`src/rtl/uart_tx_sequencer.sv`:
```
// uart_tx_sequencer
// Drains a FRAME_BYTES-deep transmit buffer once it reports full. Each byte goes out
// on tx as 8N1, LSB first. After each stop bit, buf_rd pulses once. After the last
// byte the block waits for buf_full to drop before it re-arms.
//
// Ports:
//   clk         system clock, rising edge
//   rst_n       asynchronous active-low reset
//   buf_full    buffer holds a complete frame
//   buf_data    buffer data at its current read pointer (combinational)
//   buf_rd      one-cycle read strobe, advances the buffer read pointer
//   tx          serial output, idles high
//   busy        high whenever the sequencer is not idle
//   frame_done  one-cycle pulse in the cycle after the last byte's strobe
module uart_tx_sequencer #(
    parameter int unsigned CLKS_PER_BIT = 434,
    parameter int unsigned FRAME_BYTES  = 4
) (
    input  logic       clk,
    input  logic       rst_n,
    input  logic       buf_full,
    input  logic [7:0] buf_data,
    output logic       buf_rd,
    output logic       tx,
    output logic       busy,
    output logic       frame_done
);

    localparam int unsigned BaudW = (CLKS_PER_BIT > 2) ? $clog2(CLKS_PER_BIT) : 1;
    localparam int unsigned ByteW = (FRAME_BYTES > 1) ? $clog2(FRAME_BYTES) : 1;
    localparam logic [BaudW-1:0] BaudLast = BaudW'(CLKS_PER_BIT - 1);
    localparam logic [ByteW-1:0] ByteLast = ByteW'(FRAME_BYTES - 1);

    typedef enum logic [2:0] {
        StIdle,
        StLoad,
        StStart,
        StData,
        StStop,
        StAck,
        StWaitClr
    } state_e;

    state_e           state_q, state_d;
    logic [BaudW-1:0] baud_q, baud_d;
    logic [2:0]       bit_q, bit_d;
    logic [ByteW-1:0] byte_q, byte_d;
    logic [7:0]       shift_q, shift_d;
    logic             tx_q, tx_d;
    logic             buf_rd_q, buf_rd_d;
    logic             busy_q, busy_d;
    logic             frame_done_q, frame_done_d;
    logic             baud_end;

    assign baud_end = (baud_q == BaudLast);

    always_comb begin
        state_d      = state_q;
        baud_d       = baud_q;
        bit_d        = bit_q;
        byte_d       = byte_q;
        shift_d      = shift_q;
        frame_done_d = 1'b0;

        unique case (state_q)
            StIdle: begin
                if (buf_full) state_d = StLoad;
            end
            StLoad: begin
                // The read pointer moved on the previous edge, so buf_data is settled here.
                shift_d = buf_data;
                baud_d  = '0;
                state_d = StStart;
            end
            StStart: begin
                if (baud_end) begin
                    baud_d  = '0;
                    bit_d   = 3'd0;
                    state_d = StData;
                end else begin
                    baud_d = baud_q + 1'b1;
                end
            end
            StData: begin
                if (baud_end) begin
                    baud_d  = '0;
                    shift_d = {1'b0, shift_q[7:1]};
                    bit_d   = bit_q + 3'd1;  // wraps 7 -> 0 on the way out
                    if (bit_q == 3'd7) state_d = StStop;
                end else begin
                    baud_d = baud_q + 1'b1;
                end
            end
            StStop: begin
                if (baud_end) begin
                    baud_d  = '0;
                    state_d = StAck;
                end else begin
                    baud_d = baud_q + 1'b1;
                end
            end
            StAck: begin
                if (byte_q == ByteLast) begin
                    byte_d       = '0;
                    frame_done_d = 1'b1;
                    state_d      = StWaitClr;
                end else begin
                    byte_d  = byte_q + 1'b1;
                    state_d = StLoad;
                end
            end
            StWaitClr: begin
                // Hold off until full clears so a stale frame is never re-sent.
                if (!buf_full) state_d = StIdle;
            end
            default: state_d = StIdle;
        endcase

        // Outputs are registered from the next state, so they line up with state_q.
        unique case (state_d)
            StStart: tx_d = 1'b0;
            StData:  tx_d = shift_d[0];
            default: tx_d = 1'b1;
        endcase
        buf_rd_d = (state_d == StAck);
        busy_d   = (state_d != StIdle);
    end

    always_ff @(posedge clk or negedge rst_n) begin
        if (!rst_n) begin
            state_q      <= StIdle;
            baud_q       <= '0;
            bit_q        <= '0;
            byte_q       <= '0;
            shift_q      <= '0;
            tx_q         <= 1'b1;
            buf_rd_q     <= 1'b0;
            busy_q       <= 1'b0;
            frame_done_q <= 1'b0;
        end else begin
            state_q      <= state_d;
            baud_q       <= baud_d;
            bit_q        <= bit_d;
            byte_q       <= byte_d;
            shift_q      <= shift_d;
            tx_q         <= tx_d;
            buf_rd_q     <= buf_rd_d;
            busy_q       <= busy_d;
            frame_done_q <= frame_done_d;
        end
    end

    assign tx         = tx_q;
    assign buf_rd     = buf_rd_q;
    assign busy       = busy_q;
    assign frame_done = frame_done_q;

endmodule

```
`config.mk`:
```
export PLATFORM = sky130hd
export DESIGN_NAME = uart_tx_sequencer
export DESIGN_NICKNAME = d
export VERILOG_FILES = /design/src/rtl/uart_tx_sequencer.sv
export SDC_FILE = /design/constraint.sdc
export NUM_CORES = 1
export LEC_CHECK = 0
export CORE_MARGIN = 2
export CORE_UTILIZATION = 56
export DETAILED_ROUTE_END_ITERATION = 8
export GPL_TIMING_DRIVEN = 1
export PLACE_DENSITY = 0.86
export SKIP_CTS_REPAIR_TIMING = 1
export SYNTH_ARGS = -nofsm -noshare
export SYNTH_HDL_FRONTEND = slang
export SYNTH_SLANG_ARGS = --single-unit
```
`constraint.sdc`:
```
create_clock -name clk -period 1.9 [get_ports clk]
set_input_delay 0.19 -clock clk [delete_from_list [all_inputs] [get_ports clk]]
set_output_delay 0.19 -clock clk [all_outputs]
set_load 0.005 [all_outputs]
```
==> reports/qor.log <==
qor: pwr.max-vdd-ir-drop 0.547 mV
qor: synthesis.synth_largest_type_area_fraction 45.3%
qor: critical_path.worst-r2r-cell-count 6
qor: critical_path.critical_path.reg2reg.endpoint shift_q[2]
qor: clocking.cts_max_level 2
qor: grt.number_of_antenna_violations_at_the_first_check_in_global_routing 0
qor: clocking.ctsRootBufferMaster sky130_fd_sc_hd__clkbuf_4
qor: placement.port_buffers 14
qor: timing.setup_failing_eps_final 0
qor: timing.slew_violations 0
qor: clocking.cts_buffer_depth 2
qor: synthesis.synth.yosys.warnings 0
qor: timing.finalHoldViolations 0
qor: synthesis.ys_types 38
qor: route.residual_drc 0
qor: synthesis.number_of_nets_produced_by_synthesis 163
qor: synthesis.postSynthAreaPerCell 10.5 um^2
qor: cells_and_area.fillCellCount 209
qor: placement.globalplace.congestion 0.842
qor: grt.first_global_vias 1156
qor: pwr.fin_total_pwr 1.00 mW
qor: floorplanning.fp.dieW 56.5 um
qor: critical_path.startpoint baud_q[1]
qor: critical_path.worst_setup_path_start_kind register
qor: critical_path.r2r-start baud_q[1]
qor: timing.timing.max_slew.rel_slack 72.5%
qor: pwr.power_per_cell_area 562 nW/um^2
qor: clocking.tritoncts.num_buffers 5
qor: route.antenna_violating_nets_post_route 0
qor: clocking.clock_insertion_delay_worst_skew 320 ps
qor: floorplanning.dieArea 3200 um^2
qor: cells_and_area.layout.cells.non_filler 199
qor: synthesis.seq_area_frac_synth 47.0%
qor: cells_and_area.layout_commonest_cell sky130_fd_sc_hd__dfrtp_1
qor: route.vias 1165
qor: pwr.power.leakage 0.831 nW
qor: critical_path.timing.critical_path.to shift_q[2]
qor: floorplanning.fp.coreArea 2690 um^2
qor: timing.period_needed 1710 ps
qor: grt.grt_start_max_net_pins 30
qor: job.drv.max_cap_violation_count 0
qor: clocking.clk_pin_slew_worst_paths 90 ps
qor: cells_and_area.final-seq-area 727 um^2
qor: grt.global_route_wire_length_before_repair 5060 um
qor: floorplanning.num_io_pins 15
qor: cells_and_area.diodes 0
qor: placement.hpwl_reported_at_the_end_of_detailed_placement 2020 um
qor: critical_path.crit_arrival 1920 ps
qor: grt.grt_usage 20.7%
qor: outcome.status complete, no violations
qor: synthesis.synth_cells 147
qor: placement.cell_count_after_placement 193
qor: timing.rsz0062_at_grt false
qor: floorplanning.initial_utilization 57.5%
qor: timing.max_clock_freq 586 MHz
qor: floorplanning.dieHeight 56.5 um
qor: grt.global_route.overflow_total 0
qor: cells_and_area.layout.core_utilization 66.3%
qor: clocking.clock_sink_count 29
qor: floorplanning.placement_rows 19
qor: critical_path.slowest_stage sky130_fd_sc_hd__dfrtp_1
qor: synthesis.yosys-top-cells-area sky130_fd_sc_hd__dfrtp_1, sky130_fd_sc_hd__o221a_2, sky130_fd_sc_hd__ha_1, sky130_fd_sc_hd__nand2b_1, sky130_fd_sc_hd__nand2_1
qor: route.dr.pass1.iters 4
qor: critical_path.cp_data_required_time 2110 ps
qor: route.drt-total-wl 2770 um
qor: cells_and_area.most-common-layout-cells sky130_fd_sc_hd__dfrtp_1, sky130_fd_sc_hd__nand2_1, sky130_fd_sc_hd__clkdlybuf4s50_1
qor: route.vias_per_cell 5.85
qor: route.post_drt_wl_per_cell 13.9 um
qor: critical_path.cp_slowest_stage_delay 410 ps
qor: critical_path.path_class reg -> reg
qor: clocking.clock_tree_from_tritoncts yes
qor: cells_and_area.finish.net_count 185
qor: critical_path.crit_fanout 7
qor: cells_and_area.multiInputGateArea 761 um^2
qor: timing.final.setup.tns 0 ps
qor: timing.tightest_slew 412 ps
qor: critical_path.cp-end-kind register
qor: cells_and_area.area_delta_synth_final 15.2%
qor: critical_path.regToRegSetupSlack 190 ps
qor: worst_hold_path.worstHoldPathType in -> async
qor: timing.layout_worst_path_cycle_share 89.8%
qor: synthesis.number_of_register_bits_inferred_by_synthesis 29
qor: synthesis.synth.largest_area_cell sky130_fd_sc_hd__dfrtp_1
qor: critical_path.crit_chain inv_1 -> ha_1 -> and4b_1 -> and2_4 -> nand2_1 -> o221a_2
qor: synthesis.netlist_area 1550 um^2
qor: route.detail_route.iter0.violations 46
qor: timing.clock-skew-final 7.57 ps
qor: cells_and_area.ratio_of_cells_with_drive_above_1_in_the_final_layout 16.7%
synthesized netlist by cell type, drive strengths merged:
master	instances
a211o	1
a21bo	1
a21o	2
a21oi	10
a221oi	1
a22o	5
a22oi	1
a311o	1
a311oi	1
and2	4
and3	4
and4b	1
and4bb	1
buf	3
clkbuf	3
dfrtp	28
dfstp	1
ha	5
inv	5
mux2	4
mux2i	5
nand2	14
nand2b	9
nand3	5
nand3b	2
nand4	1
nand4b	1
nor2	4
nor2b	5
nor3	2
o21ai	6
o21bai	1
o221a	6
or3b	2
xor2	2
power breakdown:
part           total, mW  leakage, nW  internal (mW)  switching, mW
sequential         0.629        0.341          0.624        0.00486
combinational     0.0458        0.463         0.0292         0.0165
clock              0.325       0.0269          0.128          0.197
through the flow:
step | setup WS, ps | hold WS (ps) | instance area [um^2]
6_report | 194 | 238 | 1780
5_1_grt | 16.6 | 261 | 1780
4_1_cts | 175 | 241 | 1780
3_5_place_dp | 195 | 499 | 1740
3_3_place_gp | 236 | 488 | 1740
2_1_floorplan | 178 | -106 | 1550
area by class of cell:
class	instances	share of cell area (%)
Clock buffer	5	2.11
Clock inverter	1	0.281
Inverter	5	1.05
Multi-Input combinational cell	107	42.7
Sequential cell	29	40.8
Tap cell	31	2.18
Timing Repair Buffer	21	10.8
kinds of logic after synthesis:
group | synth area share [%]
AOI/OAI and AO/OA | 17.7
xor gates and xnor gates | 1.13
adders and majority gates | 4.05
buffers and inverters | 3.72
DFF | 47.0
muxes | 6.15
and+or+nand+nor | 20.2
layer usage:
| metal | global-route usage [%] | share of wire (%) | vias up |
|---|---|---|---|
| li1 | - | - | 574 |
| met1 | 23.8 | 44 | 561 |
| met2 | 36.2 | 50 | 23 |
| met3 | 6.45 | 4.6 | 7 |
| met4 | 7.14 | 1.7 | 0 |
| met5 | 0 | 0 | - |
how the worst min path moves through the flow:
stage	endpoint	slack, ps	cells past startpoint
6_report	shift_q[0]	240	2
3_3_place_gp	bit_q[1]	490	1
4_1_cts	baud_q[8]	240	2
5_1_grt	shift_q[0]	260	2
2_1_floorplan	baud_q[0]	-110	0
3_5_place_dp	baud_q[7]	500	1
worst max-delay path: cells and delay by family (launching register included):
family	cells	cell delay [ps]
flops	1	410
fa+ha+maj	1	120
compound gates	1	290
buf+inv	1	60
simple gates	3	700
registers in the layout (all words and copies together), names as in the netlist:
signal	count
busy	1
frame_done	1
state_q	3
shift_q	8
byte_q	2
tx	1
buf_rd	1
bit_q	3
baud_q	9
Note: power is estimated with default switching activity, not from simulation.
